[src/rtl/opb_register_ppc2simulink_sync_pkg.sv]
// Shared definitions for the PPC-to-fabric control register: word offsets,
// slave FSM encoding and the OPB byte-lane merge helper.
package opb_register_ppc2simulink_sync_pkg;

  localparam logic CTRL_OFF = 1'b0;
  localparam logic WCNT_OFF = 1'b1;

  typedef enum logic [1:0] {
    ST_IDLE   = 2'b00,
    ST_ACK    = 2'b01,
    ST_WAITDS = 2'b10
  } state_e;

  // OPB byte i (BE[i], DBus[8i:8i+7]) lands on user bits [31-8i -: 8].
  function automatic logic [31:0] merge_be(input logic [31:0] old_word,
                                           input logic [0:31] opb_data,
                                           input logic [0:3]  opb_be);
    logic [31:0] res;
    res = old_word;
    for (int i = 0; i < 4; i++) begin
      if (opb_be[i]) begin
        res[31-8*i -: 8] = opb_data[8*i +: 8];
      end else begin
        res[31-8*i -: 8] = old_word[31-8*i -: 8];
      end
    end
    return res;
  endfunction

endpackage

[src/rtl/opb_slave_ack_fsm.sv]
// Address decode and IDLE/ACK/WAITDS handshake: one xferAck per select
// assertion, plus the read/write qualifiers and word select for the top level.
module opb_slave_ack_fsm
  import opb_register_ppc2simulink_sync_pkg::*;
#(
  parameter logic [31:0] C_BASEADDR = 32'h01004200,
  parameter logic [31:0] C_HIGHADDR = 32'h010042FF
) (
  input  logic        clk,
  input  logic        rst_n,
  input  logic [31:0] abus,
  input  logic        rnw,
  input  logic        select,
  output logic        xfer_ack,
  output logic        do_read,
  output logic        do_write,
  output logic        word_sel
);

  state_e state_r;
  state_e state_next_s;
  logic   hit_s;
  logic   ack_r;
  logic   wr_r;
  logic   sel_r;
  logic   take_s;

  assign hit_s  = select && (abus >= C_BASEADDR) && (abus <= C_HIGHADDR);
  assign take_s = (state_r == ST_IDLE) && hit_s;

  // Next-state logic; hits are only decoded from IDLE.
  always_comb begin
    state_next_s = state_r;
    case (state_r)
      ST_IDLE: begin
        if (hit_s) begin
          state_next_s = ST_ACK;
        end else begin
          state_next_s = ST_IDLE;
        end
      end
      ST_ACK: begin
        state_next_s = ST_WAITDS;
      end
      ST_WAITDS: begin
        if (!select) begin
          state_next_s = ST_IDLE;
        end else begin
          state_next_s = ST_WAITDS;
        end
      end
      default: begin
        state_next_s = ST_IDLE;
      end
    endcase
  end

  // State and registered handshake outputs, all valid during the ACK cycle.
  always_ff @(posedge clk or negedge rst_n) begin
    if (!rst_n) begin
      state_r <= ST_IDLE;
      ack_r   <= 1'b0;
      wr_r    <= 1'b0;
      sel_r   <= CTRL_OFF;
    end else begin
      state_r <= state_next_s;
      ack_r   <= (state_next_s == ST_ACK);
      wr_r    <= take_s && !rnw;
      if (take_s) begin
        sel_r <= abus[2];
      end
    end
  end

  // Reads are sampled at the hit edge, so their select comes straight from
  // the bus; writes commit one cycle later using the latched select.
  assign do_read  = take_s && rnw;
  assign do_write = wr_r;
  assign word_sel = (state_r == ST_IDLE) ? abus[2] : sel_r;
  assign xfer_ack = ack_r;

endmodule

[src/rtl/opb_register_ppc2simulink_sync.sv]
// OPB slave control register driven by the PowerPC into user logic, with
// byte-enable writes, readback, an update strobe and a saturating write count.
module opb_register_ppc2simulink_sync
  import opb_register_ppc2simulink_sync_pkg::*;
#(
  parameter logic [31:0] C_BASEADDR   = 32'h01004200,
  parameter logic [31:0] C_HIGHADDR   = 32'h010042FF,
  parameter int          C_OPB_AWIDTH = 32,
  parameter int          C_OPB_DWIDTH = 32,
  parameter logic [31:0] C_INIT       = 32'h00000000,
  parameter string       C_FAMILY     = "virtex6"
) (
  input  logic                    OPB_Clk,
  input  logic                    OPB_Rst_n,
  input  logic [0:C_OPB_AWIDTH-1] OPB_ABus,
  input  logic [0:3]              OPB_BE,
  input  logic [0:C_OPB_DWIDTH-1] OPB_DBus,
  input  logic                    OPB_RNW,
  input  logic                    OPB_select,
  input  logic                    OPB_seqAddr,
  output logic [0:C_OPB_DWIDTH-1] Sl_DBus,
  output logic                    Sl_xferAck,
  output logic                    Sl_errAck,
  output logic                    Sl_retry,
  output logic                    Sl_toutSup,
  output logic [31:0]             user_data_out,
  output logic                    user_data_strobe
);

  localparam string UNUSED_FAMILY = C_FAMILY;

  logic [31:0] abus_s;
  logic        do_read_s;
  logic        do_write_s;
  logic        word_sel_s;
  logic        ack_s;
  logic [31:0] ctrl_r;
  logic [31:0] wcnt_r;
  logic        strobe_r;
  logic [31:0] rdata_r;
  logic [31:0] rword_s;
  logic        unused_s;

  assign abus_s   = OPB_ABus;
  assign unused_s = OPB_seqAddr;

  opb_slave_ack_fsm #(
    .C_BASEADDR (C_BASEADDR),
    .C_HIGHADDR (C_HIGHADDR)
  ) u_fsm (
    .clk      (OPB_Clk),
    .rst_n    (OPB_Rst_n),
    .abus     (abus_s),
    .rnw      (OPB_RNW),
    .select   (OPB_select),
    .xfer_ack (ack_s),
    .do_read  (do_read_s),
    .do_write (do_write_s),
    .word_sel (word_sel_s)
  );

  // Readback word selection.
  always_comb begin
    rword_s = ctrl_r;
    if (word_sel_s == WCNT_OFF) begin
      rword_s = wcnt_r;
    end else begin
      rword_s = ctrl_r;
    end
  end

  // Register file, write counter, strobe and OR-bus read data.
  always_ff @(posedge OPB_Clk or negedge OPB_Rst_n) begin
    if (!OPB_Rst_n) begin
      ctrl_r   <= C_INIT;
      wcnt_r   <= 32'h00000000;
      strobe_r <= 1'b0;
      rdata_r  <= 32'h00000000;
    end else begin
      // Read data lives only in the ACK cycle so the OR-bus stays clean.
      rdata_r  <= do_read_s ? rword_s : 32'h00000000;
      strobe_r <= do_write_s && (word_sel_s == CTRL_OFF);
      if (do_write_s) begin
        if (word_sel_s == CTRL_OFF) begin
          ctrl_r <= merge_be(ctrl_r, OPB_DBus, OPB_BE);
          if (wcnt_r != 32'hFFFFFFFF) begin
            wcnt_r <= wcnt_r + 32'h00000001;
          end
        end else begin
          wcnt_r <= 32'h00000000;
        end
      end
    end
  end

  assign Sl_DBus          = rdata_r;
  assign Sl_xferAck       = ack_s;
  assign Sl_errAck        = 1'b0;
  assign Sl_retry         = 1'b0;
  assign Sl_toutSup       = 1'b0;
  assign user_data_out    = ctrl_r;
  assign user_data_strobe = strobe_r;

endmodule

[config.mk]
export PLATFORM = sky130hd
export DESIGN_NAME = opb_register_ppc2simulink_sync
export DESIGN_NICKNAME = d
export VERILOG_FILES = /design/src/rtl/opb_register_ppc2simulink_sync_pkg.sv /design/src/rtl/opb_slave_ack_fsm.sv /design/src/rtl/opb_register_ppc2simulink_sync.sv
export SDC_FILE = /design/constraint.sdc
export NUM_CORES = 1
export LEC_CHECK = 0
export ABC_AREA = 1
export CAP_MARGIN = 10
export CELL_PAD_IN_SITES_DETAIL_PLACEMENT = 1
export CELL_PAD_IN_SITES_GLOBAL_PLACEMENT = 1
export CORE_MARGIN = 10
export CORE_UTILIZATION = 34
export CTS_CLUSTER_SIZE = 12
export DETAILED_ROUTE_END_ITERATION = 7
export PLACE_DENSITY_LB_ADDON = 0.3
export SLEW_MARGIN = 20
export SYNTH_ARGS = -nofsm -noshare
export SYNTH_HDL_FRONTEND = slang
export SYNTH_SLANG_ARGS = --single-unit
[constraint.sdc]
create_clock -name OPB_Clk -period 2.15 [get_ports OPB_Clk]
set_clock_uncertainty 0.15 [all_clocks]
set_input_delay 0.215 -clock OPB_Clk [delete_from_list [all_inputs] [get_ports OPB_Clk]]
set_output_delay 0.215 -clock OPB_Clk [all_outputs]
set_load 0.005 [all_outputs]
Word level (Yosys, flattened, before mapping)
Index checks and enable logic that the tools add are counted.

Reduce and logical (&&, ||, !) cells: 14. Eq/ne operators: 4. Muxes and demuxes: 8. Add/subtract/negate cells: 1. Order comparisons: 2. Bitwise gates (word level): 1.

Operator list (number): 2-to-1 mux 32 bit (4); adder 32 x 1 -> 32 bit (second input constant) (1); greater-or-equal comparator 32 x 25 -> 1 bit (second input constant) (1); less-or-equal comparator 32 x 25 -> 1 bit (second input constant) (1); inequality test 32 bit (second input constant) (1); AND reduction 3 bit (4); logical AND 1 bit (6); one-hot mux 2 bit (3 select lines) (1); equality test 2 x 1 -> 1 bit (second input constant) (2); equality test 2 bit (second input constant) (1); zero test 2 bit (1); 2-to-1 mux 1 bit (2); 2-to-1 mux 2 bit (1); AND reduction 2 bit (1); nonzero test 2 bit (1); zero test 1 bit (1); NOT 1 bit (1).

Register bits: 102. Output and inout bits: 69. Bits of input ports: 73. Logic and storage cells: 41.

Longest topological paths before layout
Gate-level depths: netlist (run 1).

Depth after elaboration: 6. Gate-level depth with buffers: 11. Mapped depth without buffers: 10.

Hierarchy
A second synthesis (run 1) with hierarchy kept.

Cell total of the unflattened synthesis: 580. Area, all modules: 4976.0 um2.

Modules (own cells, without submodules): opb_register_ppc2simulink_sync (seq. area each 2427.3 um2, area each 4559.4 um2, times used 1, cells each 514); opb_slave_ack_fsm (seq. area each 125.1 um2, area each 416.6 um2, times used 1, cells each 66).

Worst setup path after synthesis (run 1)
Ideal clock, no wire load.

Kind: reg-to-reg. From: register wcnt_r[0]. To: register wcnt_r[8]. Required time: 1.882 ns. Slack: 0.289 ns. Period minus slack after synthesis: 1.861 ns. Setup time: 0.118 ns. Cell stages (with the launch flop): 12. Data arrival time: 1.593 ns. Cells stage by stage: dfrtp_1 -> ha_1 -> inv_2 -> nor2_4 -> nand2_2 -> nor2_4 -> nand3_2 -> nand2_4 -> inv_2 -> buf_6 -> nand2_1 -> o21ai_2.

Cells in the longest elaborated chain, start to end: 3.

RTL lines: from (decl) (RTL line opb_register_ppc2simulink_sync.sv:38) `logic [31:0] wcnt_r;`; from (signal assigned) (RTL line opb_register_ppc2simulink_sync.sv:87) `wcnt_r <= wcnt_r + 32'h00000001;`; adder 32 x 1 -> 32 bit or inequality test 32 bit (tied branches) (RTL line opb_register_ppc2simulink_sync.sv:87, opb_register_ppc2simulink_sync.sv:86); 2-to-1 mux 32 bit or nonzero test 2 bit (tied branches); 2-to-1 mux 32 bit or AND reduction 2 bit (tied branches).

Several ways; a longest one is shown, not always the timed one. The select of a mux whose other input is x is not followed. A chain may end at the register's enable or synchronous reset.

Final worst setup path (run 1)
From: register wcnt_r[0]. To: register wcnt_r[25].

Same word-level chain as after synthesis.

==> impl_metrics.csv, run 1 <==
group,metric,value,unit
status,outcome,"complete, no violations",
power,p_leak,3.15,nW
logic_synthesis,synthCells,717,
critical_path,path_class,"flop to flop",
grt,first_global_vias,5520,
clock_tree,cts_tree,"done",
drt,detail-route-antenna-nets,0,
logic_synthesis,synth-edff-count,0,
power,swShare,23.6,%
critical_path,max_stage_delay,360,ps
sta,rsz0062_at_grt,"false",
power,p_clk_share,40.2,%
grt,grtUsageTotal,17.6,%
grt,grt_pass1_wl,28500,um
logic_synthesis,synth_top_area_share,49.0,%
sta,period_share,91.1,%
clock_tree,numCtsBuffers,9,
cells_and_area,final_util,47.2,%
floorplan,start_util,34.5,%
critical_path,cpMaxStageDelayCell,"dfrtp_1",
critical_path,crit_path_start_kind,"flop",
power,seqPwrFrac,49.0,%
drt,drt_iter0_markers,225,
logic_synthesis,yosys-top-cells-count,"252 x nand2_1, 102 x dfrtp_1, 98 x nor2_1",
power,p_switching,0.955,mW
critical_path,critPathRequiredTime,2260,ps
cells_and_area,area_growth,36.6,%
floorplan,die_height,144,um
floorplan,coreArea,15100,um^2
logic_synthesis,async_flop_share,100,%
logic_synthesis,synth_cell_types,27,
drt,first_pass_iters,4,
placement,io_buffer_count,130,
floorplan,die_w,144,um
placement,dp_hpwl,13900,um
grt,antenna_found_initial,0,
clock_tree,cts_max_level,3,
floorplan,io_pins,142,
sta,setup-violations-final,0,
sta,finalCriticalPeriod,1960,ps
cells_and_area,stdcell_count,1039,
power,combPwrFrac,10.8,%
sta,slew_violations,0,
cells_and_area,antennaDiodeCount,0,
critical_path,cpMostUsedCell,"nand2_1",
clock_tree,clock_latency,350,ps
critical_path,cp_cell_sequence,"buf_4 -> inv_1 -> nor2_2 -> nand2_1 -> nor2_1 -> nand2_1 -> nand2_1 -> nand3_1 -> o21ai_0",
flow_run,cap_violations,0,
logic_synthesis,syn-cell-area,5210,um^2
sta,hold_violations,0,
sta,max_freq,511,MHz
logic_synthesis,synth_seq_cells,102,
logic_synthesis,synth.most_common_cell,"nand2_1",
critical_path,cp.arrival,2070,ps
drt,wire_per_inst,17.0,um
logic_synthesis,post-synth-top-area-cell,"dfrtp_1",
sta,tightest_slew,513,ps
critical_path,crit_fanout,6,
clock_tree,clk_pin_slew,70,ps
logic_synthesis,synth_seq_area_share,49.0,%
grt,gr-total-overflow,0,
worst_hold_path,min_path_type,"input port to asynchronous set/reset pin",
drt,via_count,5096,
power,p_per_area,569,nW/um^2
logic_synthesis,ys.flop_type,"dfrtp_1",
placement,gp_congestion,0.915,
logic_synthesis,avgSynthCellArea,7.27,um^2
logic_synthesis,synth_area_leaders,"dfrtp_1 49%, nand2_1 18%, nand3_1 7.2%",
floorplan,fp-row-count,45,
critical_path,end_kind,"flop",
power,peakVddDrop,0.336,mV
logic_synthesis,ys_warn_count,0,
floorplan,die-area,20700,um^2
drt,drt_wl_total,17700,um
power,p_int,3.09,mW
grt,grt_max_degree,50,
cells_and_area,fillers,1901,
clock_tree,root_buffer,"clkbuf_16",
clock_tree,clk_path_buf_depth,2,
cells_and_area,nets,923,
clock_tree,clock-sinks,102,
sta,relSlewSlack,65.8,%
drt,drcViolationCount,0,
placement,place_inst,1023,
drt,vias_per_cell,4.90,
cells_and_area,drive_gt1_share,6.23,%
==> per-stage QoR <==
step | instance area (um^2) | setup WS (ps) | setup TNS, ps | hold WS, ps | power [mW]
2_1_floorplan | 5220 | 289 | 0 | -231 | 2.17
3_3_place_gp | 6800 | 127 | 0 | 56.3 | 2.44
3_5_place_dp | 6800 | -32.4 | -213 | 64.7 | 2.45
4_1_cts | 7100 | 55.8 | 0 | 234 | 4.09
5_1_grt | 7120 | 28.4 | 0 | 271 | 4.21
6_report | 7120 | 192 | 0 | 218 | 4.05
==> final timing paths <==
path / startpoint / end / slack (ps) / cells past startpoint
max in group asynchronous: OPB_Rst_n / Sl_DBus[23] / 1050 / 3
worst min-delay path: OPB_Rst_n / Sl_DBus[6] / 220 / 2
worst min register to register: user_data_out[23] / user_data_out[23] / 360 / 2
worst max register to register: wcnt_r[0] / wcnt_r[25] / 190 / 9
worst max-delay path: wcnt_r[0] / wcnt_r[25] / 190 / 9
min in group OPB_Clk: OPB_DBus[14] / user_data_out[17] / 270 / 3
==> worst max-delay path, delay by kind of cell, from the launching register on <==
family	cells	cell delay, ps
AND/OR/NAND/NOR	6	970
flip-flops	1	360
buffers and inverters	2	230
AO/OA/AOI/OAI	1	170
==> cells by family after synthesis <==
kind of cell | after synthesis | synth area share, %
and+or+nand+nor | 445 | 35.3
other | 1 | 0.0719
AOI/OAI and AO/OA | 62 | 6.39
DFF | 102 | 49.0
adders and majority gates | 1 | 0.240
xor gates and xnor gates | 5 | 0.840
buffers and inverters | 101 | 8.23
==> repair_timing <==
| item | 4_1_cts | 5_1_grt |
|---|---|---|
| endpoints found under the hold margin | 34 | 0 |
| buffers inserted | 0 | 2 |
| endpoints found under the setup margin | 21 | 32 |
| hold buffers | 1 | 0 |
| gates resized for setup | 1 | 2 |
| cloned | 0 | 0 |
==> registers in the layout, summed over array words and instances, names as in the netlist <==
name and count:
Sl_DBus 32, u_fsm.xfer_ack 1, user_data_out 32, u_fsm.sel_r 1
u_fsm.do_write 1, user_data_strobe 1, wcnt_r 32, u_fsm.state_r 2
==> area by class of cell <==
class / instances / area [um^2] / area share (%)
tap: 188 / 235 / 3.30
clock buffer: 10 / 239 / 3.36
sequential: 102 / 2550 / 35.8
inverter: 72 / 270 / 3.80
multi-input combinational: 516 / 2250 / 31.6
clock inverter: 3 / 46.3 / 0.650
timing repair buffer: 148 / 1520 / 21.4
==> placed cells by master (no fill, tap or decap), types with 2 or more instances in the layout <==
cell type,n
nor2_2,2
nor2_1,97
buf_4,11
nor3_1,2
nand2_2,4
dfrtp_1,102
nor4_1,4
clkdlybuf4s50_1,129
inv_2,3
buf_12,7
o21ai_1,2
nand3_1,75
nor2_4,3
inv_1,69
o21ai_0,52
a21oi_1,2
or2_2,2
xor2_1,5
o21ai_2,5
nand2_1,250
conb_1,3
clkbuf_16,9
nand4_1,3
==> per-layer routing <==
layer | global-route usage [%] | share of wire, % | wire [um]
met1 | 20.7 | 42 | 7360
met2 | 31.0 | 52 | 9230
met3 | 4.49 | 5.3 | 936
met4 | 4.84 | 1.1 | 194
met5 | 0 | 0 | 0
==> power by group through the flow <==
stage / Combinational [mW] / Clock (mW) / Sequential (mW)
finish: 0.439 / 1.63 / 1.98
global route: 0.489 / 1.73 / 1.99
CTS: 0.440 / 1.66 / 1.98
detailed placement: 0.436 / 0 / 2.02
global placement: 0.420 / 0 / 2.02
floorplan: 0.157 / 0 / 2.01
No activity file was read; power rests on OpenSTA's default activity.
==> run 2, diff against run 1 <==
--- a/config.mk
+++ b/config.mk
@@ -5,15 +5,16 @@
 export SDC_FILE = /design/constraint.sdc
 export NUM_CORES = 1
 export LEC_CHECK = 0
-export ABC_AREA = 1
+export ABC_AREA = 0
 export CAP_MARGIN = 10
 export CELL_PAD_IN_SITES_DETAIL_PLACEMENT = 1
 export CELL_PAD_IN_SITES_GLOBAL_PLACEMENT = 1
 export CORE_MARGIN = 10
-export CORE_UTILIZATION = 34
+export CORE_UTILIZATION = 38
 export CTS_CLUSTER_SIZE = 12
 export DETAILED_ROUTE_END_ITERATION = 7
 export PLACE_DENSITY_LB_ADDON = 0.3
+export SETUP_SLACK_MARGIN = 0.1
 export SLEW_MARGIN = 20
 export SYNTH_ARGS = -nofsm -noshare
 export SYNTH_HDL_FRONTEND = slang
==> constraint.sdc (replaced) <==
create_clock -name OPB_Clk -period 2.5 [get_ports OPB_Clk]
set_clock_uncertainty 0.15 [all_clocks]
set_input_delay 0.25 -clock OPB_Clk [delete_from_list [all_inputs] [get_ports OPB_Clk]]
set_output_delay 0.25 -clock OPB_Clk [all_outputs]
set_load 0.005 [all_outputs]
==> impl_metrics.csv, run 2 <==
group,metric,value,unit
sta,rsz0062_at_grt,"true",
logic_synthesis,synth_top_area_share,55.0,%
status,outcome,"complete, no violations",
cells_and_area,area_growth,49.6,%
logic_synthesis,ys.flop_type,"dfrtp_1",
power,combPwrFrac,5.6,%
power,power,3.22,mW
floorplan,io_pins,142,
placement,gp_congestion,0.837,
logic_synthesis,avgSynthCellArea,10.3,um^2
cells_and_area,fillers,1350,
power,p_leak,2.98,nW
drt,drt_iter0_markers,148,
logic_synthesis,yosys-top-cells-count,"102 x dfrtp_1, 94 x nand2_1, 45 x a21oi_1",
power,swShare,20.7,%
power,p_switching,0.669,mW
critical_path,crit_fanout,6,
drt,first_pass_iters,4,
logic_synthesis,synth_cell_types,46,
drt,wire_per_inst,19.0,um
power,p_per_area,464,nW/um^2
clock_tree,clk_pin_slew,70,ps
cells_and_area,drive_gt1_share,21.0,%
logic_synthesis,async_flop_share,100,%
floorplan,start_util,38.7,%
sta,tightest_slew,660,ps
logic_synthesis,post-synth-top-area-cell,"dfrtp_1",
critical_path,cp_cell_sequence,"buf_4 -> or3b_4 -> nand4_1 -> nor4b_4 -> buf_4 -> buf_4 -> or4_4 -> a21oi_2",
sta,finalCriticalPeriod,2330,ps
grt,grt_pass1_wl,24700,um
cells_and_area,stdcell_area,6950,um^2
cells_and_area,multiInputGateArea,1980,um^2
critical_path,cpMaxStageDelayCell,"or4_4",
critical_path,critPathRequiredTime,2630,ps
grt,grtUsageTotal,18.2,%
critical_path,crit_path_start_kind,"flop",
grt,first_global_vias,4814,
critical_path,r2r-start,"u_fsm.state_r[1]",
critical_path,cpMostUsedCell,"buf_4",
logic_synthesis,synth-edff-count,0,
drt,vias_per_cell,5.37,
grt,antenna_found_initial,0,
logic_synthesis,syn-cell-area,4640,um^2
drt,drcViolationCount,0,
power,peakVddDrop,0.297,mV
clock_tree,clock_latency,350,ps
power,p_int,2.55,mW
power,seqPwrFrac,51.2,%
cells_and_area,stdcell_count,791,
placement,place_inst,772,
drt,drt_wl_total,15000,um
cells_and_area,final-seq-area,2550,um^2
clock_tree,cts_tree,"done",
placement,dp_hpwl,11300,um
sta,period_share,93.2,%
cells_and_area,antennaDiodeCount,0,
floorplan,die-area,17000,um^2
logic_synthesis,synth_seq_cells,102,
clock_tree,clk_path_buf_depth,2,
drt,detail-route-antenna-nets,0,
logic_synthesis,synth_area_leaders,"dfrtp_1 55%, mux2_2 8.0%, nand2_1 7.6%",
placement,dpl_cell_area,6590,um^2
grt,grt_max_degree,48,
logic_synthesis,synthCells,450,
logic_synthesis,synth_seq_area_share,55.0,%
sta,slew_violations,0,
sta,hold_violations,0,
critical_path,cp.arrival,2460,ps
worst_hold_path,min_path_type,"input port to asynchronous set/reset pin",
cells_and_area,final_cell_mix,"129 x clkdlybuf4s50_1, 102 x dfrtp_1, 93 x nand2_1",
clock_tree,root_buffer,"clkbuf_16",
sta,max_freq,429,MHz
floorplan,fp-row-count,40,
placement,io_buffer_count,130,
floorplan,die_w,131,um
flow_run,cap_violations,0,
sta,setup-violations-final,0,
sta,relSlewSlack,56.0,%
floorplan,coreArea,12000,um^2
critical_path,reg2regPathDepth,8,
clock_tree,cts_max_level,3,
critical_path,max_stage_delay,480,ps
grt,gr-total-overflow,0,
floorplan,die_height,131,um
clock_tree,numCtsBuffers,9,
critical_path,r2r_slack,170,ps
cells_and_area,final_common_cell,"clkdlybuf4s50_1",
logic_synthesis,ys_warn_count,0,
cells_and_area,nets,714,
logic_synthesis,synth.most_common_cell,"dfrtp_1",
power,p_clk_share,43.2,%
cells_and_area,final_util,57.8,%
critical_path,path_class,"flop to flop",
critical_path,r2r-end,"wcnt_r[16]",
clock_tree,clock-sinks,102,
critical_path,end_kind,"flop",
drt,via_count,4248,
[run 2: changes by cell type in the layout (fill, tap and decap cells not counted), moves of 33 or more]
cell,before,now
buf_4,11,67
a21oi_1,2,42
nand2_1,250,93
nor2_1,97,10
mux2_2,0,33
nand3_1,75,15
inv_1,69,6
o21ai_0,52,17
[run 2: worst max-delay path by stage]
stage                     start          to  slack (ps)  cells after the start
2_1_floorplan         wcnt_r[0]   wcnt_r[2]         350                      8
4_1_cts        u_fsm.state_r[1]  wcnt_r[16]         100                      8
6_report       u_fsm.state_r[1]  wcnt_r[16]         170                      8
5_1_grt        u_fsm.state_r[1]  wcnt_r[20]          90                      8
3_3_place_gp       OPB_ABus[29]  wcnt_r[12]        -400                      7
3_5_place_dp       OPB_ABus[29]  wcnt_r[29]        -150                      8
[run 2: metrics by stage]
stage / setup WS [ps] / hold slack [ps] / setup TNS, ps
global route: 94.0 / 330 / 0
floorplan: 351 / -196 / 0
finish: 171 / 325 / 0
CTS: 97.7 / 330 / 0
detailed placement: -152 / 175 / -1600
global placement: -397 / 155 / -7700
[run 2: cell type report]
type	count	share of cell area [%]
sequential	102	36.8
timing repair buffer	203	27.6
clock inverter	1	0.432
clock buffer	14	3.66
multi-input combinational	317	28.5
inverter	7	0.378
tap	147	2.65
[run 2: repair_timing]
item / CTS / global route
endpoints found under the setup margin: 10 / 19
hold buffers: 1 / 0
pin swaps: 0 / 3
setup buffers: 3 / 0
gates cloned: 0 / 0
gates resized for setup: 0 / 9
endpoints found under the hold margin: 44 / 0
[run 2: kinds of logic (layout without fill, tap and decap cells)]
logic type / after synthesis / count (layout) / share of synthesized area (%)
simple gates: 181 / 181 / 20.5
flops: 102 / 102 / 55.0
compound gates: 99 / 99 / 13.0
mux: 33 / 33 / 8.00
buf+inv: 33 / 225 / 3.15
fa+ha+maj: 1 / 1 / 0.269
other cells: 1 / 3 / 0.0808
[run 2: power by group through the flow]
stage	registers (mW)	logic, mW	clock network [mW]
floorplan	1.68	0.0302	0
global placement	1.68	0.177	0
detailed placement	1.68	0.182	0
CTS	1.65	0.185	1.42
global route	1.65	0.197	1.51
finish	1.65	0.180	1.39
[run 2: worst max-delay path: cells and delay by family (launching register included)]
kind,cells,cell delay [ps]
AND/OR/NAND/NOR,4,1120
buffers and inverters,3,470
flip-flops,1,380
AO/OA/AOI/OAI,1,150
[run 2: routing by layer]
| layer | vias to the layer above | track usage [%] | share of wire (%) |
|---|---|---|---|
| li1 | 1994 | - | - |
| met1 | 2116 | 20.4 | 40 |
| met2 | 118 | 32.6 | 51 |
| met3 | 20 | 5.52 | 7.5 |
| met4 | 0 | 5.10 | 1.6 |
| met5 | - | 0 | 0 |
==> run 3, diff against run 2 <==
--- a/config.mk
+++ b/config.mk
@@ -9,6 +9,7 @@
 export CAP_MARGIN = 10
 export CELL_PAD_IN_SITES_DETAIL_PLACEMENT = 1
 export CELL_PAD_IN_SITES_GLOBAL_PLACEMENT = 1
+export CORE_ASPECT_RATIO = 1.1
 export CORE_MARGIN = 10
 export CORE_UTILIZATION = 38
 export CTS_CLUSTER_SIZE = 12
==> impl_metrics.csv, run 3 (synthesized netlist as in run 2, its figures left out) <==
group,metric,value,unit
status,outcome,"complete, no violations",
sta,relSlewSlack,66.7,%
power,p_per_area,486,nW/um^2
critical_path,end_kind,"flop",
clock_tree,cts_max_level,3,
placement,gp_congestion,0.792,
floorplan,fp-row-count,42,
clock_tree,clk_path_buf_depth,2,
cells_and_area,fillers,1336,
critical_path,critPathLaunch,"u_fsm.state_r[1]",
placement,dp_hpwl,10200,um
grt,grt_max_degree,78,
drt,first_pass_iters,4,
critical_path,path_class,"flop to flop",
grt,gr-total-overflow,0,
critical_path,critPathRequiredTime,2620,ps
sta,tightest_slew,498,ps
critical_path,r2r_slack,190,ps
cells_and_area,final_util,55.6,%
cells_and_area,drive_gt1_share,15.4,%
critical_path,cp.arrival,2430,ps
cells_and_area,final-seq-area,2560,um^2
power,power,3.24,mW
drt,via_count,4080,
floorplan,coreArea,12000,um^2
sta,max_freq,433,MHz
drt,drt_wl_total,14200,um
cells_and_area,area_growth,43.4,%
sta,hold_violations,0,
floorplan,io_pins,142,
sta,finalCriticalPeriod,2310,ps
power,p_leak,2.79,nW
cells_and_area,antennaDiodeCount,0,
clock_tree,clock-sinks,102,
power,peakVddDrop,0.281,mV
flow_run,cap_violations,0,
critical_path,crit_fanout,20,
floorplan,die-area,17000,um^2
sta,period_share,92.4,%
grt,grtUsageTotal,16.6,%
floorplan,start_util,38.8,%
drt,detail-route-antenna-nets,0,
cells_and_area,final_cell_mix,"129 x clkdlybuf4s50_1, 99 x dfrtp_1, 94 x nand2_1",
grt,first_global_vias,4520,
worst_hold_path,min_path_type,"input port to asynchronous set/reset pin",
cells_and_area,nets,673,
sta,hold_ws,213,ps
grt,antenna_found_initial,0,
drt,vias_per_cell,5.40,
placement,io_buffer_count,130,
sta,slew_violations,0,
critical_path,crit_path_start_kind,"flop",
clock_tree,root_buffer,"clkbuf_16",
drt,wire_per_inst,18.8,um
clock_tree,clk_pin_slew,70,ps
clock_tree,cts_tree,"done",
drt,drcViolationCount,0,
sta,rsz0062_at_grt,"true",
sta,setup-violations-final,0,
cells_and_area,final_common_cell,"clkdlybuf4s50_1",
clock_tree,clock_latency,340,ps
floorplan,die_height,136,um
grt,grt_pass1_wl,23300,um
clock_tree,numCtsBuffers,9,
sta,tns,0,ps
drt,drt_iter0_markers,141,
floorplan,die_w,125,um
critical_path,r2r-start,"u_fsm.state_r[1]",
cells_and_area,multiInputGateArea,1970,um^2
==> run 3: cell types whose count changed in the layout (fill, tap and decap cells not counted), sizes merged <==
| cell | delta |
|---|---|
| buf | -41 |
| clkbuf | -1 |
==> run 3: metrics by stage <==
stage | cell area, um^2 | setup WS (ps) | std cells
floorplan | 4650 | 351 | 452
global placement | 6310 | 32.5 | 738
detailed placement | 6310 | -60.1 | 738
CTS | 6630 | 118 | 754
global route | 6660 | 79.2 | 756
finish | 6660 | 190 | 756
==> run 3: final cells by class <==
cell class / instances / area share [%]
clock buffers: 13 / 3.91
clock inverters: 1 / 0.451
inverters: 7 / 0.395
multi-input cells: 317 / 29.6
flip-flops and latches: 102 / 38.4
well taps: 154 / 2.89
repair buffers: 162 / 24.3
==> run 3: per-layer routing <==
layer / up-vias / track usage, % / part of all wire [%]
met5: - / 0 / 0
met4: 0 / 6.27 / 1.5
met3: 21 / 4.91 / 6.0
met2: 100 / 29.9 / 53
met1: 2042 / 18.1 / 40
li1: 1917 / - / -
==> run 3: timing repair <==
action	in CTS	in global routing
buffers inserted	1	2
pin swaps	1	3
hold endpoints to repair	25	0
resized for setup	2	7
setup endpoints to repair	6	19
hold buffers	1	0
==> run 3: worst paths after layout <==
check                      cells past startpoint                 to
max                                            7          wcnt_r[7]
min                                            2  user_data_out[17]
max reg2reg                                    7          wcnt_r[7]
min reg2reg                                    1        u_fsm.sel_r
max in group asynchronous                      3          wcnt_r[5]
min in group OPB_Clk                           2     u_fsm.do_write
==> run 3: power by group <==
group | internal [mW] | total, mW | switching (mW)
Clock | 0.821 | 1.41 | 0.588
Sequential | 1.65 | 1.65 | 0.000000160
Combinational | 0.102 | 0.178 | 0.0761
Total | 2.57 | 3.24 | 0.664
==> run 3: critical path: stages, from the launching register on <==
cell,delay (ps)
dfrtp_1,420
or3b_1,430
nand4_1,220
nor4b_4,80
buf_4,150
buf_12,140
or4_1,490
a21oi_1,150
